File: config.mk
export PLATFORM = sky130hd
export DESIGN_NAME = mul_issue_ctrl
export DESIGN_NICKNAME = d
export VERILOG_FILES = /design/src/rtl/mul_issue_ctrl_pkg.sv /design/src/rtl/op_fifo.sv /design/src/rtl/mul_issue_ctrl.sv
export SDC_FILE = /design/constraint.sdc
export NUM_CORES = 1
export LEC_CHECK = 0
export ABC_AREA = 1
export ABC_CLOCK_PERIOD_IN_PS = 19800
export BUFFER_PORTS_ARGS = -buffer_cell sky130_fd_sc_hd__buf_4
export CAP_MARGIN = 20
export CORE_UTILIZATION = 45
export CTS_CLUSTER_DIAMETER = 40
export DETAILED_ROUTE_END_ITERATION = 10
export PLACE_DENSITY = 0.71
export RECOVER_POWER = 50
export SLEW_MARGIN = 10
export SYNTH_ARGS = -nofsm -noshare
export SYNTH_HDL_FRONTEND = slang
export SYNTH_SLANG_ARGS = --single-unit
File: constraint.sdc
create_clock -name clk -period 19.8 [get_ports clk]
set_input_delay 1.98 -clock clk [delete_from_list [all_inputs] [get_ports clk]]
set_output_delay 1.98 -clock clk [all_outputs]
set_load 0.02 [all_outputs]
File: src/rtl/mul_issue_ctrl_pkg.sv
// Shared definitions for the Booth multiplier issue controller:
// FSM state encoding and default sizing parameters.
package mul_issue_ctrl_pkg;

   localparam int WIDTH_DEF     = 32;
   localparam int MUL_STEPS_DEF = 32;
   localparam int QDEPTH_DEF    = 2;

   typedef enum logic [2:0] {
      ST_IDLE  = 3'd0,
      ST_START = 3'd1,
      ST_WAIT  = 3'd2,
      ST_CAPT  = 3'd3,
      ST_HOLD  = 3'd4
   } state_e;

endpackage

File: src/rtl/op_fifo.sv
// Small synchronous FIFO holding operand pairs ahead of the multiplier.
// Head entry is presented combinationally; simultaneous push and pop
// both take effect and leave the occupancy unchanged.
module op_fifo
   import mul_issue_ctrl_pkg::*;
#(
   parameter int DW    = 64,
   parameter int DEPTH = 2
) (
   input  logic          clk,
   input  logic          rst,
   input  logic          push_i,
   input  logic [DW-1:0] push_data_i,
   input  logic          pop_i,
   output logic [DW-1:0] pop_data_o,
   output logic          full_o,
   output logic          empty_o
);

   localparam int PW = (DEPTH > 1) ? $clog2(DEPTH) : 1;
   localparam int CW = $clog2(DEPTH + 1);

   logic [DW-1:0] mem_q [DEPTH];
   logic [PW-1:0] wr_ptr_q;
   logic [PW-1:0] rd_ptr_q;
   logic [CW-1:0] cnt_q;
   logic          push_ok;
   logic          pop_ok;

   // Pointer advance with explicit wrap so non-power-of-two depths work.
   function automatic logic [PW-1:0] ptr_inc(input logic [PW-1:0] p);
      if (p == PW'(DEPTH - 1)) begin
         return {PW{1'b0}};
      end else begin
         return p + PW'(1);
      end
   endfunction

   assign full_o     = (cnt_q == CW'(DEPTH));
   assign empty_o    = (cnt_q == {CW{1'b0}});
   assign pop_data_o = mem_q[rd_ptr_q];

   // Qualify requests against the current occupancy.
   always_comb begin
      push_ok = push_i && !full_o;
      pop_ok  = pop_i && !empty_o;
   end

   // Storage, pointers and occupancy count.
   always_ff @(posedge clk or posedge rst) begin
      if (rst) begin
         for (int i = 0; i < DEPTH; i++) begin
            mem_q[i] <= {DW{1'b0}};
         end
         wr_ptr_q <= {PW{1'b0}};
         rd_ptr_q <= {PW{1'b0}};
         cnt_q    <= {CW{1'b0}};
      end else begin
         if (push_ok) begin
            mem_q[wr_ptr_q] <= push_data_i;
            wr_ptr_q        <= ptr_inc(wr_ptr_q);
         end
         if (pop_ok) begin
            rd_ptr_q <= ptr_inc(rd_ptr_q);
         end
         case ({push_ok, pop_ok})
            2'b10:   cnt_q <= cnt_q + CW'(1);
            2'b01:   cnt_q <= cnt_q - CW'(1);
            default: cnt_q <= cnt_q;
         endcase
      end
   end

endmodule

File: src/rtl/mul_issue_ctrl.sv
// Issue controller for an external Booth multiplier: queues operand pairs,
// launches one multiplication at a time, counts the step cycles and
// captures the product into a held result register.
module mul_issue_ctrl
   import mul_issue_ctrl_pkg::*;
#(
   parameter int WIDTH     = WIDTH_DEF,
   parameter int MUL_STEPS = MUL_STEPS_DEF,
   parameter int QDEPTH    = QDEPTH_DEF
) (
   input  logic               clk,
   input  logic               rst,
   input  logic               req_valid,
   output logic               req_ready,
   input  logic [WIDTH-1:0]   req_mc,
   input  logic [WIDTH-1:0]   req_mp,
   output logic [WIDTH-1:0]   mul_mc,
   output logic [WIDTH-1:0]   mul_mp,
   output logic               mul_start,
   input  logic [2*WIDTH-1:0] mul_prod,
   output logic               res_valid,
   input  logic               res_ready,
   output logic [2*WIDTH-1:0] res_data,
   output logic               idle
);

   localparam int CNT_W = $clog2(MUL_STEPS + 1);

   state_e             state_q;
   logic [CNT_W-1:0]   cnt_q;
   logic [CNT_W-1:0]   cnt_d;
   logic [WIDTH-1:0]   mul_mc_q;
   logic [WIDTH-1:0]   mul_mp_q;
   logic               mul_start_q;
   logic               res_valid_q;
   logic [2*WIDTH-1:0] res_data_q;

   logic               fifo_push;
   logic               fifo_pop;
   logic               fifo_full;
   logic               fifo_empty;
   logic [2*WIDTH-1:0] fifo_head;

   op_fifo #(
      .DW    (2 * WIDTH),
      .DEPTH (QDEPTH)
   ) u_op_fifo (
      .clk         (clk),
      .rst         (rst),
      .push_i      (fifo_push),
      .push_data_i ({req_mc, req_mp}),
      .pop_i       (fifo_pop),
      .pop_data_o  (fifo_head),
      .full_o      (fifo_full),
      .empty_o     (fifo_empty)
   );

   // Queue handshake, pop request and step-counter increment.
   always_comb begin
      fifo_push = req_valid && !fifo_full;
      fifo_pop  = (state_q == ST_IDLE) && !fifo_empty;
      cnt_d     = cnt_q + CNT_W'(1);
   end

   // Operation sequencer; every output is a register written here.
   always_ff @(posedge clk or posedge rst) begin
      if (rst) begin
         state_q     <= ST_IDLE;
         cnt_q       <= {CNT_W{1'b0}};
         mul_mc_q    <= {WIDTH{1'b0}};
         mul_mp_q    <= {WIDTH{1'b0}};
         mul_start_q <= 1'b0;
         res_valid_q <= 1'b0;
         res_data_q  <= {(2*WIDTH){1'b0}};
      end else begin
         case (state_q)
            ST_IDLE: begin
               if (!fifo_empty) begin
                  // Operands stay latched until the next pop.
                  mul_mc_q    <= fifo_head[2*WIDTH-1:WIDTH];
                  mul_mp_q    <= fifo_head[WIDTH-1:0];
                  mul_start_q <= 1'b1;
                  state_q     <= ST_START;
               end else begin
                  mul_start_q <= 1'b0;
                  state_q     <= ST_IDLE;
               end
            end
            ST_START: begin
               mul_start_q <= 1'b0;
               cnt_q       <= {CNT_W{1'b0}};
               state_q     <= ST_WAIT;
            end
            ST_WAIT: begin
               // Counter is one bit wider than needed for MUL_STEPS-1, so the
               // final increment on exit cannot wrap.
               cnt_q <= cnt_d;
               if (cnt_q == CNT_W'(MUL_STEPS - 1)) begin
                  state_q <= ST_CAPT;
               end else begin
                  state_q <= ST_WAIT;
               end
            end
            ST_CAPT: begin
               // The only cycle in which the product bus is sampled.
               res_data_q  <= mul_prod;
               res_valid_q <= 1'b1;
               state_q     <= ST_HOLD;
            end
            ST_HOLD: begin
               if (res_ready) begin
                  res_valid_q <= 1'b0;
                  state_q     <= ST_IDLE;
               end else begin
                  state_q     <= ST_HOLD;
               end
            end
            default: begin
               mul_start_q <= 1'b0;
               res_valid_q <= 1'b0;
               state_q     <= ST_IDLE;
            end
         endcase
      end
   end

   assign req_ready = !fifo_full;
   assign mul_mc    = mul_mc_q;
   assign mul_mp    = mul_mp_q;
   assign mul_start = mul_start_q;
   assign res_valid = res_valid_q;
   assign res_data  = res_data_q;
   assign idle      = (state_q == ST_IDLE) && fifo_empty;

endmodule

Word level (Yosys, flattened, before mapping)
Cells that the tools add are included.
{ "classes": {"bitwise": 4, "order_cmp": 3, "eq_ne": 9, "n_reduce_logical": 16, "muxes": 18, "n_addsub": 5} }
{ "ops": {"columns": ["op", "n"], "rows": [
  ["2-to-1 mux 64 bit", 4],
  ["bitwise mux 128 bit", 1],
  ["demux 64 bit (select 1 bit)", 1],
  ["case mux 3 bit (5 select lines)", 1],
  ["case mux 6 bit (2 select lines)", 1],
  ["adder 6 x 1 -> 6 bit, second input constant", 1],
  ["equality test 3 x 2 -> 1 bit, second input constant", 2],
  ["equality test 6 x 5 -> 1 bit, second input constant", 1],
  ["logical AND 1 bit", 6],
  ["2-to-1 mux 1 bit", 6],
  ["OR reduction 3 bit", 2],
  ["equality test 2 bit, second input constant", 2],
  ["greater-or-equal comparator 2 bit, second input constant", 2],
  ["NOT 1 -> 2 bit", 2],
  ["case mux 2 bit (2 select lines)", 1],
  ["AND reduction 2 bit", 2],
  ["nonzero test 2 bit", 2],
  ["equality test 3 x 1 -> 1 bit, second input constant", 1],
  ["equality test 3 bit, second input constant", 1],
  ["zero test 3 bit", 1],
  ["2-to-1 mux 3 bit", 1],
  ["case mux 1 bit (3 select lines)", 1],
  ["adder 1 bit, second input constant", 2],
  ["adder 2 x 1 -> 2 bit, second input constant", 1],
  ["other kinds (8)", 10]
]} }
{ "totals": {"wordCells": 67, "output_inout_bits": 132, "regBits": 271} }

Depth between registers and ports, before layout
{ "logic_depth": {"depth_word": 6, "ltp_mapped": 10, "ltp_nobuf": 8} }

Hierarchy
A second synthesis with hierarchy kept.
{ "hier_totals": {"cells_unflattened": 1415, "hier_area_um2": 11833.8} }
{ "modules_own_cells": {"columns": ["module", "seq_area_each_um2", "instances", "area_per_inst_um2", "cells_per_inst"], "rows": [
  ["op_fifo", 3303.2, 1, 6342.3, 807],
  ["mul_issue_ctrl", 3478.3, 1, 5491.5, 608]
]} }

Worst setup path after synthesis
OpenSTA, ideal clock, no wires.
{ "synth_path": {"path_type": "register -> output", "from": "register state_q[1]", "to": "output port idle", "slack_ns": 16.609, "stages_incl_launch_ff": 3, "t_required_ns": 17.820, "t_arrival_ns": 1.211, "n_path_buf": 1, "cell_sequence": "dfrtp_1 > buf_6 > nor4_1"} }
{ "synth_via": {"elab_chain_cells": 2} }
{ "synth_lines": {"columns": ["element", "line", "source"], "rows": [
  ["start: declaration", "mul_issue_ctrl.sv:29", "state_e state_q;"],
  ["start signal: assignment", "mul_issue_ctrl.sv:68", "state_q <= ST_IDLE;"],
  ["start signal: assignment", "mul_issue_ctrl.sv:83", "state_q <= ST_START;"],
  ["start signal: assignment", "mul_issue_ctrl.sv:86", "state_q <= ST_IDLE;"],
  ["zero test 3 bit", "mul_issue_ctrl.sv:133", "assign idle = (state_q == ST_IDLE) && fifo_empty;"],
  ["logical AND 1 bit", "mul_issue_ctrl.sv:133", null],
  ["end: declaration", "mul_issue_ctrl.sv:24", "output logic idle"]
]} }
No other way between the ends.

==> flow_metrics.env <==
export IMPL_tritoncts_num_buffers=37
export IMPL_worst_slew_pin_slew_ps=5840
export IMPL_multi_input_gate_area_in_the_final_layout_um2=3310
export IMPL_max_slew_margin_rel_pct=-292
export IMPL_floorplan_rows=57
export IMPL_syn_area_per_cell_um2=9.39
export IMPL_max_cap_violations=5
export IMPL_place_port_buffers=263
export IMPL_cell_count_after_synthesis=1181
export IMPL_synth_simple_gate_area_share_pct=14.4
export IMPL_route_vias_total=8626
export IMPL_synth_most_common_cell="nand2_1"
export IMPL_worst_setup_sp_type="input pin"
export IMPL_sequential_cell_area_um2=6780
export IMPL_worst_skew_pair_late_latency_ps=510
export IMPL_number_of_global_route_vias_before_repair=8433
export IMPL_postCtsResizedCells=0
export IMPL_design_die_area_um2=25300
export IMPL_place_hpwl_um=16100
export IMPL_timing_rr_end="mul_mc[4]"
export IMPL_antenna_diode_count=0
export IMPL_logic_depth_of_the_worst_register_to_register_path=4
export IMPL_setup_tns_final_ps=0
export IMPL_finalHoldWorstSlack_ps=475
export IMPL_placed_cell_area_um2=13100
export IMPL_criticalPathCategory="input pin to asynchronous set/reset pin"
export IMPL_grt_setup_unrepaired="false"
export IMPL_worst_hold_startpoint="u_op_fifo.mem_q[118]"
export IMPL_crit_path_max_incr_delay_ps=3220
export IMPL_seq_area_frac_synth_pct=61.2
export IMPL_post_cts_setup_inserts=0
export IMPL_postCtsHoldBufs=0
export IMPL_critical_path_required_ps=20260
export IMPL_drt_pass1_iterations=5
export IMPL_route_detailed_drc=0
export IMPL_cp_cell_sequence="clkbuf_1 > clkinvlp_2 > buf_4"
export IMPL_fraction_of_synthesized_cell_area_taken_by_the_top_area_cell_type_pct=61.2
export IMPL_final_nets=1554
export IMPL_arithmetic_cell_share_of_the_synthesized_area_counting_full_adders_half_adders_and_majority_gates_pct=0.226
export IMPL_status="finished, violations left"
export IMPL_yosys_top_cells_count="276 x nand2_1, 271 x dfrtp_1, 174 x o21ai_1"
export IMPL_count_of_nets_left_with_antenna_violations_after_detail_routing=0
export IMPL_post_syn_area_um2=11100
export IMPL_setup_viol_count_final=0
export IMPL_yosys_area_top_type="dfrtp_1"
export IMPL_yosysWarningCount=0
export IMPL_power_total_mw=2.65
export IMPL_clk_pin_slew_worst_paths_ps=60
export IMPL_fin_worst_skew_ps=16.7
export IMPL_ff_to_ff_start="state_q[1]"
export IMPL_synth_seq_cells=271
export IMPL_synth_top_family_by_area="compound AO/OA/AOI/OAI gates"
export IMPL_die_width_um=159
export IMPL_post_drt_wl_per_cell_um=14.5
export IMPL_timing_reg2reg_setup_slack_ps=14450
export IMPL_via_density_per_instance=4.87
export IMPL_class_of_the_tightest_hold_or_removal_check="flip-flop to flip-flop"
export IMPL_final_min_clock_period_ps=6050
export IMPL_worst_setup_path_end_kind="asynchronous set/reset pin"
export IMPL_worstHoldEndpoint="u_op_fifo.mem_q[118]"
export IMPL_antenna_found_initial=0
export IMPL_effective_utilization_at_floorplan_pct=45.7
export IMPL_critical_path_peak_fanout=134
export IMPL_finalWirelength_um=25800
export IMPL_synthArstFlopShare_pct=100
export IMPL_grt_start_max_net_pins=135
export IMPL_gp_congestion=0.790
export IMPL_drv_slew=392
export IMPL_first_pass_grt_wire_length_um=43400
export IMPL_ctsLongestPathBuffers=3
export IMPL_clock_sinks=271
export IMPL_yosys_cell_types_count=27
export IMPL_failed_checks="max-capacitance violations, max-slew violations"
export IMPL_tritoncts="done"
export IMPL_detailedRoute_firstIterationViolations=621
export IMPL_min_delay_path_depth=2
export IMPL_finalInstanceArea_um2=14200
export IMPL_synth_xor_area_share_pct=0.237
export IMPL_powerDensity_nw_per_um2=186
export IMPL_mappedNetlistNets=1315
export IMPL_globalRoute_totalOverflow=0
export IMPL_power_leakage_nw=7.31
export IMPL_ir_worst_vdd_mv=0.0921
export IMPL_grt_usage_pct=21.1
export IMPL_areaGrowthSynthToFinish_pct=28.4
export IMPL_root_buffer="clkbuf_16"
export IMPL_top_cells_by_area_synth="dfrtp_1 61%, nand2_1 9.3%, o21ai_1 7.9%, o21ai_0 6.3%, inv_1 4.6%"
export IMPL_die_height_um=159
export IMPL_arrival_ps=6510
export IMPL_yosys_mux_area_fraction_pct=0
export IMPL_post_route_period_util_pct=30.6
export IMPL_design_core_area_um2=24200
export IMPL_crit_slowest_cell="clkinvlp_2"
export IMPL_boundaryPins=264
export IMPL_fill_cells=2118
export IMPL_fraction_of_layout_cells_with_a_size_suffix_above_1_pct=26.2
export IMPL_ys_dominant_reg_cell="dfrtp_1"
export IMPL_final_hold_violation_count=0
export IMPL_cts_max_level=2
export IMPL_area_fraction_in_compound_gates_after_synthesis_pct=15.3
export IMPL_fmax_ghz=0.165
export IMPL_synth_enable_flop_cells=0
==> metrics by stage <==
stage | worst slack (ps) | instances | util (%)
after detailed placement | 15970 | 1705 | 54.1
after global placement | 16000 | 1705 | 54.1
after CTS | 16280 | 1773 | 59.6
after floorplan | 10350 | 1181 | -
final | 13750 | 1773 | 58.7
after global routing | 12820 | 1773 | 58.7
==> where the power goes <==
group / switching, mW / internal [mW]
clock network: 0.248 / 0.437
registers: 0.145 / 0.826
logic: 0.610 / 0.387
total: 1.00 / 1.65
==> kinds of logic (layout without fill, tap and decap cells) <==
kind of cell / after synthesis / in the layout
AO/OA/AOI/OAI: 330 / 330
AND/OR/NAND/NOR: 365 / 365
flip-flops: 271 / 271
buffers and inverters: 210 / 478
adder cells (fa/ha/maj): 2 / 2
XOR/XNOR: 3 / 3
==> state kept, by name, summed over array words and instances, names as in the netlist <==
name,flops
mul_mc,32
state_q,3
res_valid,1
cnt_q,6
mul_mp,32
u_op_fifo.mem_q,128
u_op_fifo.wr_ptr_q,1
mul_start,1
u_op_fifo.rd_ptr_q,1
u_op_fifo.cnt_q,2
res_data,64
==> how the worst max path moves through the flow <==
stage          startpoint            endpoint  slack (ps)  cells after the start
6_report              rst  u_op_fifo.rd_ptr_q       13750                      3
4_1_cts        state_q[1]                idle       16280                      2
3_3_place_gp          rst  u_op_fifo.rd_ptr_q       16000                      3
3_5_place_dp          rst  u_op_fifo.rd_ptr_q       15970                      3
5_1_grt               rst  u_op_fifo.rd_ptr_q       12820                      3
2_1_floorplan         rst            cnt_q[0]       10350                      1
==> area by class of cell <==
class / instances / share of cell area [%]
clock inverters: 18 / 1.47
multi-input cells: 700 / 23.3
well taps: 324 / 2.85
repair buffers: 271 / 13.3
inverters: 139 / 3.67
clock buffers: 50 / 7.78
flip-flops and latches: 271 / 47.7
==> worst max-delay path, delay by kind of cell <==
kind	cells	cell delay [ps]
buffers and inverters	3	4410
==> cells in the final DEF, fill, tap and decap left out <==
cell | synthesis | layout
nand2_1 | 276 | 276
dfrtp_1 | 271 | 270
buf_4 | 9 | 224
o21ai_0 | 140 | 223
inv_1 | 137 | 137
o21ai_1 | 174 | 93
or2_2 | 66 | 66
clkbuf_1 | 19 | 40
clkbuf_16 | 0 | 39
nand3_1 | 10 | 12
o21ai_2 | 13 | 11
clkbuf_8 | 0 | 9
clkbuf_4 | 0 | 9
inv_6 | 0 | 6
nor2_1 | 4 | 5
clkinv_2 | 0 | 3
clkinvlp_4 | 0 | 3
bufinv_16 | 0 | 3
nand3b_1 | 1 | 2
nand4_1 | 2 | 2
xor2_1 | 2 | 2
a21oi_1 | 2 | 2
ha_1 | 2 | 2
clkinv_4 | 0 | 2
inv_2 | 2 | 1
nand2_2 | 1 | 1
xnor2_1 | 1 | 1
nor4_1 | 1 | 1
clkinvlp_2 | 0 | 1
a31oi_1 | 1 | 1
inv_8 | 0 | 1
dfrtp_2 | 0 | 1
==> per-layer routing <==
metal | global-route usage, % | share of wire (%) | vias up | routed length (µm)
li1 | - | - | 4241 | -
met1 | 29.1 | 45 | 4062 | 11500
met2 | 33.9 | 47 | 281 | 12000
met3 | 4.58 | 6.9 | 42 | 1790
met4 | 5.38 | 1.8 | 0 | 452
met5 | 0 | 0 | - | 0
No activity file was read; power rests on OpenSTA's default activity.
